--- src/rtl/pcs_blk_pkg.sv ---
// 64b/66b block constants and classification helpers shared by the PCS TX/RX
// block-path logic.
package pcs_blk_pkg;

    typedef logic [65:0] blk_t;

    localparam logic [1:0] SYNC_CTRL = 2'b10;
    localparam logic [7:0] BT_START  = 8'h78;

    localparam blk_t IDLE_BLK = {2'b10, 64'h000000000000001E};
    localparam blk_t ERR_BLK  = {2'b10, 56'h3C78F1E3C78F1E, 8'h1E};

    function automatic logic is_start(input blk_t blk);
        return (blk[65:64] == SYNC_CTRL) && (blk[7:0] == BT_START);
    endfunction

    function automatic logic is_term(input blk_t blk);
        return (blk[65:64] == SYNC_CTRL) &&
               (blk[7:0] inside {8'h87, 8'h99, 8'hAA, 8'hB4,
                                 8'hCC, 8'hD2, 8'hE1, 8'hFF});
    endfunction

endpackage

--- src/rtl/tx_frame_sched_rr_pick.sv ---
// Round-robin first-one finder: searches req_i upward from ptr_i with wrap.
module rr_pick #(
    parameter int unsigned N  = 2,
    parameter int unsigned PW = (N > 1) ? $clog2(N) : 1
) (
    input  logic [N-1:0]  req_i,
    input  logic [PW-1:0] ptr_i,
    output logic [N-1:0]  pick_o,
    output logic          vld_o
);

    logic [PW-1:0] idx;

    always_comb begin
        pick_o = '0;
        vld_o  = 1'b0;
        idx    = '0;
        for (int unsigned off = 0; off < N; off++) begin
            idx = PW'((32'(ptr_i) + off) % N);
            if (!vld_o && req_i[idx]) begin
                pick_o[idx] = 1'b1;
                vld_o       = 1'b1;
            end
        end
    end

endmodule

--- src/rtl/tx_frame_sched.sv ---
// Frame-level scheduler onto the PCS TX block path: whole-frame grants with
// round-robin between frames, IDLE fill, orphan drop and stall-timeout flush.
module tx_frame_sched
    import pcs_blk_pkg::*;
#(
    parameter int unsigned N_REQ     = 2,
    parameter int unsigned MAX_STALL = 16
) (
    input  logic              clk,
    input  logic              rst_n,
    input  logic [66*N_REQ-1:0] in_dat,
    input  logic [N_REQ-1:0]  in_vld,
    output logic [N_REQ-1:0]  in_rdy,
    output logic [65:0]       out_dat,
    output logic              out_vld,
    input  logic              out_rdy,
    output logic [N_REQ-1:0]  grant,
    output logic              err_drop,
    output logic              err_timeout
);

    localparam int unsigned PW = (N_REQ > 1) ? $clog2(N_REQ) : 1;
    localparam int unsigned SW = $clog2(MAX_STALL + 1);

    typedef enum logic [1:0] {S_IDLE, S_FRAME, S_FLUSH} state_e;

    state_e           state_q;
    logic [PW-1:0]    rr_ptr_q, owner_q, pick_idx, rr_next;
    logic [SW-1:0]    stall_q;
    blk_t             out_dat_q;
    logic             out_vld_q;
    logic [N_REQ-1:0] grant_q;
    logic             err_drop_q, err_timeout_q;

    blk_t             blk [N_REQ];
    blk_t             own_blk;
    logic [N_REQ-1:0] start_vec, orphan_vec, pick;
    logic             pick_vld, slot_free, stall_hit, own_vld, own_term;

    rr_pick #(.N(N_REQ), .PW(PW)) u_pick (
        .req_i  (start_vec),
        .ptr_i  (rr_ptr_q),
        .pick_o (pick),
        .vld_o  (pick_vld)
    );

    always_comb begin
        slot_free  = !out_vld_q || out_rdy;
        stall_hit  = (stall_q == SW'(MAX_STALL));
        start_vec  = '0;
        orphan_vec = '0;
        pick_idx   = '0;
        for (int unsigned i = 0; i < N_REQ; i++) begin
            blk[i]        = in_dat[66*i +: 66];
            start_vec[i]  = in_vld[i] && is_start(blk[i]);
            orphan_vec[i] = in_vld[i] && !is_start(blk[i]);
            if (pick[i]) pick_idx = PW'(i);
        end
        own_blk  = blk[owner_q];
        own_vld  = in_vld[owner_q];
        own_term = is_term(own_blk);
        rr_next  = (owner_q == PW'(N_REQ - 1)) ? '0 : owner_q + PW'(1);

        // A timed-out slot emits ERR_BLK instead of accepting the owner's block.
        in_rdy = '0;
        unique case (state_q)
            S_IDLE:  if (slot_free) in_rdy = orphan_vec | pick;
            S_FRAME: if (slot_free && !stall_hit) in_rdy[owner_q] = 1'b1;
            S_FLUSH: in_rdy[owner_q] = 1'b1;
            default: in_rdy = '0;
        endcase
    end

    always_ff @(posedge clk or negedge rst_n) begin
        if (!rst_n) begin
            state_q       <= S_IDLE;
            rr_ptr_q      <= '0;
            owner_q       <= '0;
            stall_q       <= '0;
            out_dat_q     <= '0;
            out_vld_q     <= 1'b0;
            grant_q       <= '0;
            err_drop_q    <= 1'b0;
            err_timeout_q <= 1'b0;
        end else begin
            err_drop_q    <= 1'b0;
            err_timeout_q <= 1'b0;
            unique case (state_q)
                S_IDLE: if (slot_free) begin
                    err_drop_q <= |orphan_vec;
                    out_vld_q  <= 1'b1;
                    if (pick_vld) begin
                        out_dat_q <= blk[pick_idx];
                        grant_q   <= pick;
                        owner_q   <= pick_idx;
                        stall_q   <= '0;
                        state_q   <= S_FRAME;
                    end else begin
                        out_dat_q <= IDLE_BLK;
                    end
                end
                S_FRAME: if (slot_free) begin
                    if (stall_hit) begin
                        out_dat_q     <= ERR_BLK;
                        out_vld_q     <= 1'b1;
                        err_timeout_q <= 1'b1;
                        state_q       <= S_FLUSH;
                    end else if (own_vld) begin
                        out_dat_q <= own_blk;
                        out_vld_q <= 1'b1;
                        stall_q   <= '0;
                        if (own_term) begin
                            state_q  <= S_IDLE;
                            rr_ptr_q <= rr_next;
                            grant_q  <= '0;
                        end
                    end else begin
                        out_vld_q <= 1'b0;
                        stall_q   <= stall_q + SW'(1);
                    end
                end
                S_FLUSH: begin
                    if (slot_free) begin
                        out_dat_q <= IDLE_BLK;
                        out_vld_q <= 1'b1;
                    end
                    if (own_vld && own_term) begin
                        state_q  <= S_IDLE;
                        rr_ptr_q <= rr_next;
                        grant_q  <= '0;
                    end
                end
                default: state_q <= S_IDLE;
            endcase
        end
    end

    assign out_dat     = out_dat_q;
    assign out_vld     = out_vld_q;
    assign grant       = grant_q;
    assign err_drop    = err_drop_q;
    assign err_timeout = err_timeout_q;

endmodule

--- config.mk ---
export PLATFORM = sky130hd
export DESIGN_NAME = tx_frame_sched
export DESIGN_NICKNAME = d
export VERILOG_FILES = /design/src/rtl/pcs_blk_pkg.sv /design/src/rtl/tx_frame_sched_rr_pick.sv /design/src/rtl/tx_frame_sched.sv
export SDC_FILE = /design/constraint.sdc
export NUM_CORES = 1
export LEC_CHECK = 0
export CELL_PAD_IN_SITES_DETAIL_PLACEMENT = 1
export CELL_PAD_IN_SITES_GLOBAL_PLACEMENT = 1
export CORE_MARGIN = 4
export CORE_UTILIZATION = 25
export CTS_CLUSTER_SIZE = 25
export DETAILED_ROUTE_END_ITERATION = 10
export GPL_ROUTABILITY_DRIVEN = 1
export GPL_TIMING_DRIVEN = 0
export PLACE_DENSITY = 0.68
export SLEW_MARGIN = 30
export SYNTH_ARGS = -nofsm -noshare
export SYNTH_HDL_FRONTEND = slang
export SYNTH_HIERARCHICAL = 1
export SYNTH_SLANG_ARGS = --single-unit
--- constraint.sdc ---
create_clock -name clk -period 2.5 [get_ports clk]
set_input_delay 0.375 -clock clk [delete_from_list [all_inputs] [get_ports clk]]
set_output_delay 0.375 -clock clk [all_outputs]
set_load 0.02 [all_outputs]
# After elaboration in Yosys (flattened, before gate mapping)
# Index checks and enable logic that the tools add are counted.
# Widths: inputs -> output; s select.
[totals]
out_inout_bits = 73
reg_bits = 80
inputBits = 137
elab_cells = 154
[classes]
n_bitwise = 4
n_reduce_logical = 34
magnitude_cmp = 8
n_addsub = 3
eq_ne = 27
muxes = 69
[op_table]
columns = ["op", "n"]
rows = [
  ["$mux 66", 12],
  ["$pmux 66 s3", 1],
  ["$eq 8x8->1 const B", 8],
  ["$mux 2", 15],
  ["$mux 1", 27],
  ["$mux 5", 5],
  ["$pmux 2 s3", 3],
  ["$eq 8x7->1 const B", 2],
  ["$ne 2x2->1 const B", 8],
  ["$logic_and 1x1->1", 13],
  ["$reduce_and 6->1", 2],
  ["$pmux 5 s2", 1],
  ["$reduce_and 5->1", 2],
  ["$eq 2x2->1 const B", 4],
  ["$reduce_and 8->1", 1],
  ["$reduce_bool 8->1", 1],
  ["$lt 1x2->1 const B", 3],
  ["$ne 3x3->1 const B", 2],
  ["$reduce_and 3->1", 2],
  ["$reduce_bool 2->1", 3],
  ["$add 5x1->5 const B", 1],
  ["$eq 5x5->1 const B", 1],
  ["$logic_not 1->1", 5],
  ["$ge 2x2->1 const B", 2],
  ["12 further kinds", 21],
]

# Logic depth before layout (Yosys ltp)
# Gate-level depths: netlist of run 1.
[logic_depth]
depth_word = 17
mapped_depth = 11
depth_no_buf = 11

# Modules after synthesis
# The synthesis of run 1 kept the hierarchy.
[modules_own_cells]
columns = ["module", "cells_each", "seq_area_each_um2", "n_inst", "area_each_um2"]
rows = [
  ["tx_frame_sched", 584, 2001.9, 1, 5127.4],
  ["rr_pick", 4, 0.0, 1, 25.0],
]

# Worst setup path before layout of run 1
# Ideal clock, no wire load.
[synth_timing]
path_type = "in2out"
startpoint = "input port in_dat[73]"
endpoint = "output port in_rdy[1]"
required_ns = 2.125
n_path_buf = 2
t_arrival_ns = 2.257
setup_slack_ns = -0.132
cell_stages = 10
cell_sequence = "nor4b_1 -> nand4_1 -> nor2_1 -> a21boi_1 -> clkbuf_1 -> buf_1 -> a21oi_1 -> nor2_1 -> a21oi_1 -> nor2_1"
[synth_between]
elab_chain_cells = 12
elab_cells_between_ends = 18
cone_classes = "1 x eq/ne; 9 x mux; 2 x bitwise; 6 x reduce/logical"
[synth_lines]
columns = ["item", "line", "rtl"]
rows = [
  ["from (decl)", "tx_frame_sched.sv:11", "input logic [66*N_REQ-1:0] in_dat,"],
  ["$eq 8x7->1 *", "pcs_blk_pkg.sv:14", "return (blk[65:64] == SYNC_CTRL) && (blk[7:0] == BT_START);"],
  ["$logic_and 1x1->1 *", "pcs_blk_pkg.sv:14", ""],
  ["$logic_and 1x1->1 *", "tx_frame_sched.sv:55", "start_vec[i] = in_vld[i] && is_start(blk[i]);"],
  ["net start_vec[1]", "tx_frame_sched.sv:37", "logic [N_REQ-1:0] start_vec, orphan_vec, pick;"],
  ["$mux 1 (not written as such) (2 in series)", "tx_frame_sched_rr_pick.sv:20", "if (!vld_o && req_i[idx]) begin"],
  ["$mux 1", "tx_frame_sched_rr_pick.sv:20", ""],
  ["$logic_not 1->1", "tx_frame_sched_rr_pick.sv:20", ""],
  ["$logic_and 1x1->1", "tx_frame_sched_rr_pick.sv:20", ""],
  ["$mux 2 *", "tx_frame_sched_rr_pick.sv:20", ""],
  ["net pick[1]", "tx_frame_sched.sv:37", ""],
  ["$or 2x2->2 *", "tx_frame_sched.sv:67", "S_IDLE: if (slot_free) in_rdy = orphan_vec | pick;"],
  ["$mux 2 *", "tx_frame_sched.sv:67", ""],
  ["$pmux 2 s3 *", "tx_frame_sched.sv:66", "unique case (state_q)"],
  ["to (decl)", "tx_frame_sched.sv:13", "output logic [N_REQ-1:0] in_rdy,"],
]
# Mark *: on every way through the listed nets, which the timed path passes. The rest lies on a longest branch. The select of a mux whose other input is x is not followed.

# Final worst setup path of run 1
[layout_timing]
startpoint = "register owner_q"
endpoint = "register state_q[0]"
[layout_between]
elab_chain_cells = 10
elab_cells_between_ends = 22
cone_classes = "12 x eq/ne; 5 x mux; 1 x bitwise; 4 x reduce/logical"
[layout_lines]
columns = ["item", "line", "rtl"]
rows = [
  ["from (decl)", "tx_frame_sched.sv:28", "logic [PW-1:0] rr_ptr_q, owner_q, pick_idx, rr_next;"],
  ["from (signal assigned)", "tx_frame_sched.sv:95", "owner_q <= pick_idx;"],
  ["$not 1->2 (not written as such)", "tx_frame_sched.sv:59", "own_blk = blk[owner_q];"],
  ["$mux 66 (not written as such) (3 in series)", "tx_frame_sched.sv:59", ""],
  ["$eq 8x8->1", "pcs_blk_pkg.sv:19", "(blk[7:0] inside {8'h87, 8'h99, 8'hAA, 8'hB4,"],
  ["$reduce_bool 8->1", "pcs_blk_pkg.sv:19", ""],
  ["$logic_and 1x1->1", "pcs_blk_pkg.sv:18", "return (blk[65:64] == SYNC_CTRL) &&"],
  ["$logic_and 1x1->1", "tx_frame_sched.sv:127", "if (own_vld && own_term) begin"],
  ["$ne 2x2->1 (no source line)", "-", ""],
  ["$reduce_and 6->1 (no source line) *", "-", ""],
  ["to (signal assigned)", "tx_frame_sched.sv:113", "state_q <= S_IDLE;"],
  ["to (signal assigned)", "tx_frame_sched.sv:128", "state_q <= S_IDLE;"],
  ["to (signal assigned)", "tx_frame_sched.sv:133", "default: state_q <= S_IDLE;"],
  ["to (decl)", "tx_frame_sched.sv:27", "state_e state_q;"],
]
# Every way passes the cells marked *; elsewhere a longest branch is shown, timed or not. The select of a mux whose other input is x is not followed.
# A chain may end at the register's enable or synchronous reset.

==> flow_summary.json, run 1 <==
{
  "crit_path_max_fanout": 9,
  "slew_violations": 0,
  "drt_iter0_drc": 253,
  "min_path_type": "input pin to flop",
  "finalWirelength_mm": 21.9,
  "tightest_slew_ns": 0.651,
  "ys.warnings.count": 6,
  "critPathMaxStageDelay_ns": 0.40,
  "place.gp.congestion": 0.791,
  "cts_buffers": 9,
  "cpMaxStageDelayCell": "mux2_2",
  "grt_pass1_vias": 5753,
  "antenna_found_initial": 0,
  "worst_hold_slack_ns": 0.387,
  "powerDensity_nw_per_um2": 970,
  "synthDistinctLibCells": 50,
  "rrSetupSlack_ns": 0.07,
  "antenna_left": 0,
  "grt_pass1_wl_mm": 33.3,
  "clkTransAtPathRegs_ns": 0.06,
  "seqPwrFrac_pct": 27.3,
  "drive_gt1_share_pct": 17.7,
  "htreeDepth": 3,
  "ys.flop_type": "dfrtp_1",
  "ioPinCount": 210,
  "switching_share_pct": 42.1,
  "placementRows": 52,
  "synth_area_leaders": "dfrtp_1, a21oi_1, mux2i_1",
  "hold_violations": 0,
  "p_comb_share_pct": 54.0,
  "dr.pass1.iters": 4,
  "clock_skew_ns": 0.00900,
  "p_leak_nw": 3.22,
  "dp.cells": 1068,
  "num_vias": 5496,
  "worstHoldStart": "in_dat[73]",
  "grt_overflow_total": 0,
  "required_ns": 2.72,
  "syn_inst": 588,
  "power_frac_clock_pct": 18.7,
  "regToRegStartpoint": "owner_q$_DFFE_PN0P_",
  "maxCapViolCount": 0,
  "synth_top_area_cell": "dfrtp_1",
  "outcome": "complete, no violations",
  "cts-root-buf": "clkbuf_16",
  "initial_core_util_pct": 25.5,
  "fmax_mhz": 412,
  "power.switching_mw": 3.36,
  "nNetsFinal": 970,
  "synth_area_um2": 5150,
  "final_common_cell": "clkdlybuf4s50_1",
  "area_growth_syn_to_layout_pct": 59.6,
  "insertion_delay_ns": 0.35,
  "most-common-layout-cells": "clkdlybuf4s50_1, a21oi_1, dfrtp_1, nor2_1, mux2i_1",
  "die_area_um2": 23000,
  "ir_drop_mv": 0.458,
  "crit_chain": "buf_6 -> mux2_2 -> nor4_1 -> o211ai_1 -> a41oi_2 -> inv_1 -> a31oi_1 -> mux2_1",
  "slew_headroom_pct": 56.6,
  "grt_max_degree": 44,
  "p_int_mw": 4.62,
  "synth_top_cell_area_share_pct": 38.9,
  "post-dp-hpwl_mm": 16.1,
  "cts_tree": "built",
  "setup_viol": 0,
  "final_util_pct": 40.6,
  "ys_seq_area_share_pct": 38.9,
  "rsz0062_at_grt": "yes",
  "finalCriticalPeriod_ns": 2.43,
  "crit_path_start_kind": "flop",
  "diodes": 0,
  "wire_per_inst_um": 19.9,
  "rr_endpoint": "state_q[0]$_DFFE_PN0P_",
  "synth-edff-count": 0,
  "routed_via_density": 4.99,
  "cts_buffer_depth": 2,
  "die_w_um": 152,
  "drc": 0,
  "grt_util_all_layers_pct": 18.8,
  "port_buffers": 209,
  "timing.final.crit_share_pct": 97.1,
  "syn_area_per_cell_um2": 8.76,
  "crit_path_end_kind": "flop",
  "die_h_um": 152,
  "r2r_cells": 8,
  "arrival_ns": 2.65,
  "layoutNonFillerInstCount": 1101,
  "async_flop_share_pct": 100,
  "clock_sinks": 80,
  "syn_nets": 731,
  "synth_seq_cells": 80,
  "coreArea_um2": 20200,
  "hold_path_end": "out_dat[7]$_DFFE_PN0P_",
  "hold-path-cell-count": 3,
  "critPathKind": "flop to flop"
}
-- state kept, by name, summed over array words and instances (netlist names) --
| name | cells |
|---|---|
| stall_q | 5 |
| owner_q | 1 |
| out_dat | 66 |
| grant | 2 |
| err_timeout | 1 |
| out_vld | 1 |
| state_q | 2 |
| rr_ptr_q | 1 |
| err_drop | 1 |
-- metal layers --
layer / vias to the layer above / track usage [%] / routed length (um)
met5: - / 0 / 0
met4: 0 / 3.59 / 228
met3: 18 / 4.64 / 1200
met2: 127 / 32.5 / 11100
met1: 2724 / 23.9 / 9400
li1: 2627 / - / -
-- power groups by stage --
stage	clock [mW]	combinational, mW	sequential [mW]
final	1.50	4.31	2.18
after CTS	1.55	4.33	2.18
after floorplan	0	1.57	2.80
after global placement	0	4.21	2.17
after global routing	1.59	4.70	2.26
after detailed placement	0	4.29	2.19
-- worst max-delay path by stage --
| stage | start | to | slack (ns) | depth (start not counted) |
|---|---|---|---|---|
| after floorplan | in_dat[73] | in_rdy[1] | 0.05 | 10 |
| after detailed placement | in_dat[131] | in_rdy[1] | -1.61 | 12 |
| after global routing | in_dat[73] | in_rdy[1] | -0.05 | 12 |
| after global placement | rst_n | out_dat[42]$_DFFE_PN0P_ | -2.29 | 1 |
| after CTS | in_dat[71] | in_rdy[1] | -0.05 | 13 |
| final | owner_q$_DFFE_PN0P_ | state_q[0]$_DFFE_PN0P_ | 0.07 | 8 |
-- metrics by stage --
step	area (um2)	power, mW	TNS, ns	setup slack [ns]
finish	8220	7.98	0	0.0718
global route	8220	8.55	-0.140	-0.0498
CTS	8140	8.05	-0.0542	-0.0542
detailed placement	7610	6.48	-88.05	-1.61
global placement	7580	6.38	-267.97	-2.29
floorplan	5150	4.38	0	0.0469
-- synthesized netlist by cell type, types with 3 or more instances --
cell      instances
a21oi_1         134
a22oi_1          34
a31oi_1           4
buf_1             5
buf_2            13
clkbuf_1         24
dfrtp_1          80
ha_1              6
inv_1            15
mux2_2           38
mux2i_1          44
nand2_1          23
nand2b_1          3
nand3_1           4
nand4_1           4
nor2_1           80
nor2b_1           5
nor4_1            9
o211ai_1          3
o21ai_0          20
o221ai_1          3
-- kinds of logic after synthesis --
group | after synthesis | synth area share, %
compound gates | 217 | 24.7
simple gates | 141 | 12.5
mux | 85 | 17.7
flops | 80 | 38.9
buf+inv | 59 | 4.83
fa+ha+maj | 6 | 1.46
-- worst max-delay path: cells and delay by family, from the launching register on --
| family | cells | cell delay (ns) |
|---|---|---|
| multiplexers | 2 | 0.73 |
| AO/OA/AOI/OAI | 3 | 0.70 |
| flip-flops | 1 | 0.34 |
| AND/OR/NAND/NOR | 1 | 0.30 |
| buffers and inverters | 2 | 0.24 |
-- layout make-up --
cell class                 count  area, um2
tap                          270        338
timing repair buffer         231       2230
multi-input combinational    449       3020
inverter                      15       56.3
sequential                    80       2000
clock buffer                  12        256
fill                        2342      12000
clock inverter                 3       65.1
buffer                        41        262
-- repair_timing --
item,in CTS,in global routing
hold buffers,1,0
endpoints found under the hold margin,37,0
gates resized for setup,95,47
setup buffers,17,5
endpoints found under the setup margin,75,66
pin swaps,8,17
gates cloned,0,0
Note: power is estimated with default switching activity, not from simulation.
==> inputs of run 2 (changes only) <==
--- a/config.mk
+++ b/config.mk
@@ -13,6 +13,7 @@
 export DETAILED_ROUTE_END_ITERATION = 10
 export GPL_ROUTABILITY_DRIVEN = 1
 export GPL_TIMING_DRIVEN = 0
+export HOLD_SLACK_MARGIN = 0.03
 export PLACE_DENSITY = 0.68
 export SLEW_MARGIN = 30
 export SYNTH_ARGS = -nofsm -noshare
==> results of run 2 <==
Final layout, timing and power as in run 1 (identical DEF).
==> inputs of run 3 (changes only) <==
--- a/config.mk
+++ b/config.mk
@@ -5,6 +5,7 @@
 export SDC_FILE = /design/constraint.sdc
 export NUM_CORES = 1
 export LEC_CHECK = 0
+export CAP_MARGIN = 10
 export CELL_PAD_IN_SITES_DETAIL_PLACEMENT = 1
 export CELL_PAD_IN_SITES_GLOBAL_PLACEMENT = 1
 export CORE_MARGIN = 4
==> results of run 3 <==
Final layout, timing and power as in run 1 (identical DEF).
